===== src/rtl/wb_queue.sv =====
// Write-back queue: buffers ALU and load results in order and retires one per cycle
// to the register-file write port, with a combinational forwarding lookup over queued entries.
`timescale 1ns/1ps
module wb_queue #(
   parameter int DATA_W           = 32,
   parameter int ADDR_W           = 5,
   parameter int DEPTH            = 4,
   parameter bit ZERO_REG_DISCARD = 1'b1
) (
   input  logic                         clock,
   input  logic                         reset,
   input  logic                         alu_valid,
   input  logic [ADDR_W-1:0]            alu_dreg,
   input  logic [DATA_W-1:0]            alu_data,
   input  logic                         mem_valid,
   input  logic [ADDR_W-1:0]            mem_dreg,
   input  logic [DATA_W-1:0]            mem_data,
   input  logic                         stall_in,
   output logic                         in_ready,
   output logic                         reg_wr,
   output logic [ADDR_W-1:0]            reg_add,
   output logic [DATA_W-1:0]            reg_data,
   output logic [$clog2(DEPTH+1)-1:0]   count,
   output logic                         empty,
   output logic                         full,
   output logic                         overflow,
   input  logic [ADDR_W-1:0]            fwd_add,
   output logic                         fwd_hit,
   output logic [DATA_W-1:0]            fwd_data
);

   localparam int PTR_W = $clog2(DEPTH);
   localparam int CNT_W = $clog2(DEPTH+1);

   logic [ADDR_W-1:0] dreg_q [DEPTH];
   logic [DATA_W-1:0] data_q [DEPTH];

   logic [PTR_W-1:0]  head_q, head_d;
   logic [PTR_W-1:0]  tail_q, tail_d;
   logic [CNT_W-1:0]  count_q, count_d;
   logic              overflow_q, overflow_d;
   logic              reg_wr_q, reg_wr_d;
   logic [ADDR_W-1:0] reg_add_q, reg_add_d;
   logic [DATA_W-1:0] reg_data_q, reg_data_d;

   logic              mem_keep_s, alu_keep_s;
   logic              mem_push_s, alu_push_s;
   logic              pop_s, drop_s;
   logic [CNT_W-1:0]  free_s, n_push_s;
   logic [PTR_W-1:0]  alu_slot_s;

   logic              fwd_hit_s;
   logic [DATA_W-1:0] fwd_data_s;
   logic [PTR_W-1:0]  fwd_idx_s;
   logic              fwd_match_s;

   // Admission, drop detection and next-state pointer/count arithmetic.
   always_comb begin
      mem_keep_s = mem_valid && !(ZERO_REG_DISCARD && (mem_dreg == {ADDR_W{1'b0}}));
      alu_keep_s = alu_valid && !(ZERO_REG_DISCARD && (alu_dreg == {ADDR_W{1'b0}}));
      free_s     = CNT_W'(DEPTH) - count_q;
      // mem is the older of a simultaneous pair, so it claims the first free slot
      mem_push_s = mem_keep_s && (free_s >= CNT_W'(1));
      alu_push_s = alu_keep_s && (free_s >= (mem_push_s ? CNT_W'(2) : CNT_W'(1)));
      drop_s     = (mem_keep_s && !mem_push_s) || (alu_keep_s && !alu_push_s);
      n_push_s   = CNT_W'(mem_push_s) + CNT_W'(alu_push_s);
      pop_s      = (count_q != {CNT_W{1'b0}}) && !stall_in;
      alu_slot_s = mem_push_s ? (tail_q + PTR_W'(1)) : tail_q;
      tail_d     = tail_q + PTR_W'(n_push_s);
      head_d     = pop_s ? (head_q + PTR_W'(1)) : head_q;
      count_d    = count_q + n_push_s - CNT_W'(pop_s);
      overflow_d = overflow_q | drop_s;
      reg_wr_d   = pop_s;
      reg_add_d  = pop_s ? dreg_q[head_q] : reg_add_q;
      reg_data_d = pop_s ? data_q[head_q] : reg_data_q;
   end

   // Control state and registered write-port outputs.
   always_ff @(negedge clock or posedge reset) begin
      if (reset) begin
         head_q     <= {PTR_W{1'b0}};
         tail_q     <= {PTR_W{1'b0}};
         count_q    <= {CNT_W{1'b0}};
         overflow_q <= 1'b0;
         reg_wr_q   <= 1'b0;
         reg_add_q  <= {ADDR_W{1'b0}};
         reg_data_q <= {DATA_W{1'b0}};
      end else begin
         head_q     <= head_d;
         tail_q     <= tail_d;
         count_q    <= count_d;
         overflow_q <= overflow_d;
         reg_wr_q   <= reg_wr_d;
         reg_add_q  <= reg_add_d;
         reg_data_q <= reg_data_d;
      end
   end

   // Entry storage; validity is carried entirely by head/count, so no reset needed.
   always_ff @(negedge clock) begin
      if (mem_push_s) begin
         dreg_q[tail_q] <= mem_dreg;
         data_q[tail_q] <= mem_data;
      end
      if (alu_push_s) begin
         dreg_q[alu_slot_s] <= alu_dreg;
         data_q[alu_slot_s] <= alu_data;
      end
   end

   // Forwarding: scan oldest to youngest so the youngest match overrides.
   always_comb begin
      fwd_hit_s   = 1'b0;
      fwd_data_s  = {DATA_W{1'b0}};
      fwd_idx_s   = {PTR_W{1'b0}};
      fwd_match_s = 1'b0;
      for (int i = 0; i < DEPTH; i++) begin
         fwd_idx_s   = head_q + PTR_W'(i);
         fwd_match_s = (CNT_W'(i) < count_q) && (dreg_q[fwd_idx_s] == fwd_add);
         fwd_hit_s   = fwd_hit_s | fwd_match_s;
         fwd_data_s  = fwd_match_s ? data_q[fwd_idx_s] : fwd_data_s;
      end
      if (ZERO_REG_DISCARD && (fwd_add == {ADDR_W{1'b0}})) begin
         fwd_hit_s  = 1'b0;
         fwd_data_s = {DATA_W{1'b0}};
      end else begin
         fwd_hit_s  = fwd_hit_s;
         fwd_data_s = fwd_data_s;
      end
   end

   assign in_ready = (count_q <= CNT_W'(DEPTH - 2));
   assign reg_wr   = reg_wr_q;
   assign reg_add  = reg_add_q;
   assign reg_data = reg_data_q;
   assign count    = count_q;
   assign empty    = (count_q == {CNT_W{1'b0}});
   assign full     = (count_q == CNT_W'(DEPTH));
   assign overflow = overflow_q;
   assign fwd_hit  = fwd_hit_s;
   assign fwd_data = fwd_data_s;

endmodule


===== config.mk =====
export PLATFORM = sky130hd
export DESIGN_NAME = wb_queue
export DESIGN_NICKNAME = d
export VERILOG_FILES = /design/src/rtl/wb_queue.sv
export SDC_FILE = /design/constraint.sdc
export NUM_CORES = 1
export LEC_CHECK = 0
export CAP_MARGIN = 5
export CORE_AREA = 2 2 167 169
export CTS_BUF_LIST = sky130_fd_sc_hd__clkbuf_2
export DETAILED_ROUTE_END_ITERATION = 16
export DIE_AREA = 0 0 169 171
export PLACE_DENSITY = 0.72
export RECOVER_POWER = 25
export SYNTH_ARGS = -nofsm -noshare
export SYNTH_HDL_FRONTEND = slang
export SYNTH_SLANG_ARGS = --single-unit

===== constraint.sdc =====
create_clock -name clock -period 11.56 [get_ports clock]
set_input_delay 1.734 -clock clock [delete_from_list [all_inputs] [get_ports clock]]
set_output_delay 1.734 -clock clock [all_outputs]
set_load 0.02 [all_outputs]

==> impl_metrics.tcl <==
set metrics [dict create \
    nFillCells 2323 \
    grt_max_degree 97 \
    critical_path_buf_inv_count 4 \
    skew_ns 0.137 \
    final_common_cell "inv_1" \
    synth_area_leader_cell "edfxtp_1" \
    m1WireLength_um 16400 \
    cpMostUsedCell "buf_4" \
    grt_overflow 0 \
    synth_area_um2 13400 \
    slowest_stage "dfrtn_1" \
    first_global_vias 10888 \
    power_density_nw_per_um2 295 \
    regToRegStartpoint "count[0]$_DFF_NP0_" \
    max_slew_margin_pct -105 \
    initial_utilization_pct 49.1 \
    slew_violations 118 \
    drv_cap 2 \
    cts_tree "yes" \
    drive_gt1_share_pct 20.6 \
    routed_wl_um 38600 \
    ys.flop_type "edfxtp_1" \
    core_area_um2 27300 \
    start_kind "flop" \
    die_width_um 169 \
    critPathKind "flop to primary output" \
    drt-initial-drc-count 918 \
    ant_nets 0 \
    avgSynthCellArea_um2 10.3 \
    design_area_um2 16300 \
    setup_viol 0 \
    cts-htree-levels 4 \
    wl_met3_um 2840 \
    ys_ff_latch 194 \
    routedWlPerCell_um 20.0 \
    cp.arrival_ns 9.69 \
    slowest_delay_ns 0.54 \
    worstMarginPinSlew_ns 3.07 \
    power.total_w 0.00480 \
    gp_congestion 0.833 \
    violations "capacitance limit, slew limit" \
    root_buffer "clkbuf_2" \
    min_to "reg_add[4]$_DFFE_NP0P_" \
    required_ns 9.83 \
    first_pass_iters 5 \
    final_cell_mix "inv_1, mux2_2, nand2_1" \
    worstHoldPathType "flop to flop" \
    power_leakage_nw 6.80 \
    synth_top_area_share_pct 33.1 \
    regToRegSetupSlack_ns 7.12 \
    place_hpwl_um 24600 \
    outcome "complete, but fails checks" \
    path_delay_family "buffers and inverters" \
    dieHeight_um 171 \
    clk_latency_ns 0.81 \
    irDropWorstVdd_mv 0.148 \
    layout.cells.non_filler 1933 \
    via_per_inst 5.92 \
    multiInputGateArea_um2 7300 \
    hold_start "reg_add[4]$_DFFE_NP0P_" \
    num_rows 61 \
    fin_hold_ws_ns 0.417 \
    crit_path_end_kind "primary output" \
    area_growth_syn_to_layout_pct 21.3 \
    clkSlewWorstSetupHoldPaths_ns 0.22 \
    highest_layer "met4" \
    nets 1673 \
    worstRegToRegCells 18 \
    placed_area_um2 15500 \
    ys_warn_count 0 \
    synthCells 1302 \
    min_path_cells 2 \
    ios 162 \
    cts_buffers 17 \
    synthArstFlopShare_pct 23.7 \
    drt_drc_violations_left 0 \
    met2_length_um 18300 \
    ys_types 50 \
    r2r_end "count[2]$_DFF_NP0_" \
    antenna_found_initial 4 \
    seq_area_um2 5600 \
    synth-edff-count 148 \
    hold_viol 0 \
    worstPathCellList "buf_4 > buf_4 > mux2i_1 > xnor2_1 > or3_1 > a211oi_4 > buf_4 > a31oi_1 > a211oi_1 > dlygate4sd2_1" \
    port_buffers 161 \
    die_area_um2 28900 \
    cts_sinks 194 \
    grt_pass1_wl_um 58200 \
    place_inst 1739 \
    grt_usage_pct 26.0 \
    cts_max_path_buffers 2 \
    cp_max_fo 7 \
    fin_util_pct 59.6 \
    dr_total_vias 11440 \
    cp.depth 10 \
    yosysSeqAreaShare_pct 41.7 \
    synthTopCellsByArea "edfxtp_1, mux2_2, dfrtn_1" \
    synth_fp_nets 1403 \
    hold_buffers 0 \
]
[kinds of logic after synthesis]
kind of cell,Yosys count,share of synthesized area (%)
fa+ha+maj,17,1.64
compound gates,274,12.4
mux,304,26.0
flops,194,41.7
buf+inv,159,5.01
simple gates,328,11.5
xor+xnor,26,1.70
[what timing repair did]
action	4_1_cts	5_1_grt
gates cloned	1	2
endpoints found under the setup margin	33	30
pin swaps	1	3
buffers inserted	5	5
resized for setup	38	55
endpoints found under the hold margin	0	0
[cells in the mapped netlist, drive strengths merged, types with 2 or more instances]
| cell type | instances |
|---|---|
| a21oi | 99 |
| a211o | 3 |
| xor2 | 7 |
| xnor2 | 19 |
| or3 | 2 |
| a32o | 2 |
| nand2b | 6 |
| ha | 16 |
| dfrtn | 46 |
| buf | 54 |
| mux2i | 53 |
| a21boi | 29 |
| or2 | 2 |
| edfxtp | 148 |
| a211oi | 29 |
| a311oi | 2 |
| a31oi | 3 |
| mux2 | 239 |
| o21ai | 76 |
| mux4 | 12 |
| a22o | 27 |
| nor3 | 10 |
| or4 | 3 |
| and4 | 27 |
| inv | 47 |
| nor2 | 44 |
| clkbuf | 57 |
| nand2 | 160 |
| nand3 | 66 |
| nor3b | 2 |
| nor4 | 2 |
[metrics by stage]
stage,setup slack [ns],TNS (ns)
floorplan,0.687,0
global placement,0.236,0
detailed placement,0.193,0
CTS,0.0376,0
global route,-0.0276,-0.102
finish,0.136,0
[state kept, by name (all words and copies together) (netlist names)]
signal / count
reg_wr: 1
tail_q: 2
reg_data: 32
dreg_q: 20
head_q: 2
count: 3
data_q: 128
overflow: 1
reg_add: 5
[power by group]
group / leakage [nW] / total, W / internal (W) / switching, W
Sequential: 1.93 / 0.00131 / 0.00116 / 0.000156
Combinational: 3.95 / 0.00294 / 0.00121 / 0.00173
Clock: 0.921 / 0.000549 / 0.000152 / 0.000397
Total: 6.80 / 0.00480 / 0.00252 / 0.00228
[metal layers]
layer	global-route usage, %	vias up
met5	0	-
met4	9.62	0
met3	5.32	86
met2	43.7	488
met1	33.4	5524
li1	-	5342
[layout make-up]
| class | instances | area share [%] |
|---|---|---|
| well taps | 346 | 2.66 |
| inverters | 47 | 1.08 |
| repair buffers | 213 | 12.3 |
| flip-flops and latches | 194 | 34.4 |
| diodes | 3 | 0.0461 |
| multi-input cells | 951 | 44.8 |
| clock buffers | 18 | 0.553 |
| clock inverters | 161 | 4.19 |
[how the worst max path moves through the flow]
stage	start	to	slack (ns)
5_1_grt	head_q[0]$_DFFE_NP0P_	fwd_data[22]	-0.03
3_5_place_dp	mem_dreg[1]	count[2]$_DFF_NP0_	0.19
3_3_place_gp	mem_dreg[1]	count[2]$_DFF_NP0_	0.24
2_1_floorplan	mem_dreg[1]	data_q[0][0]$_DFFE_NP_	0.69
6_report	head_q[1]$_DFFE_NP0P_	fwd_data[24]	0.14
4_1_cts	head_q[0]$_DFFE_NP0P_	fwd_data[6]	0.04
[tightest hold or removal path, delay by kind of cell, from the launching register on]
family,cells,cell delay [ns]
flip-flops,1,0.47
AND/OR/NAND/NOR,2,0.10
Note: power is estimated with default switching activity, not from simulation.
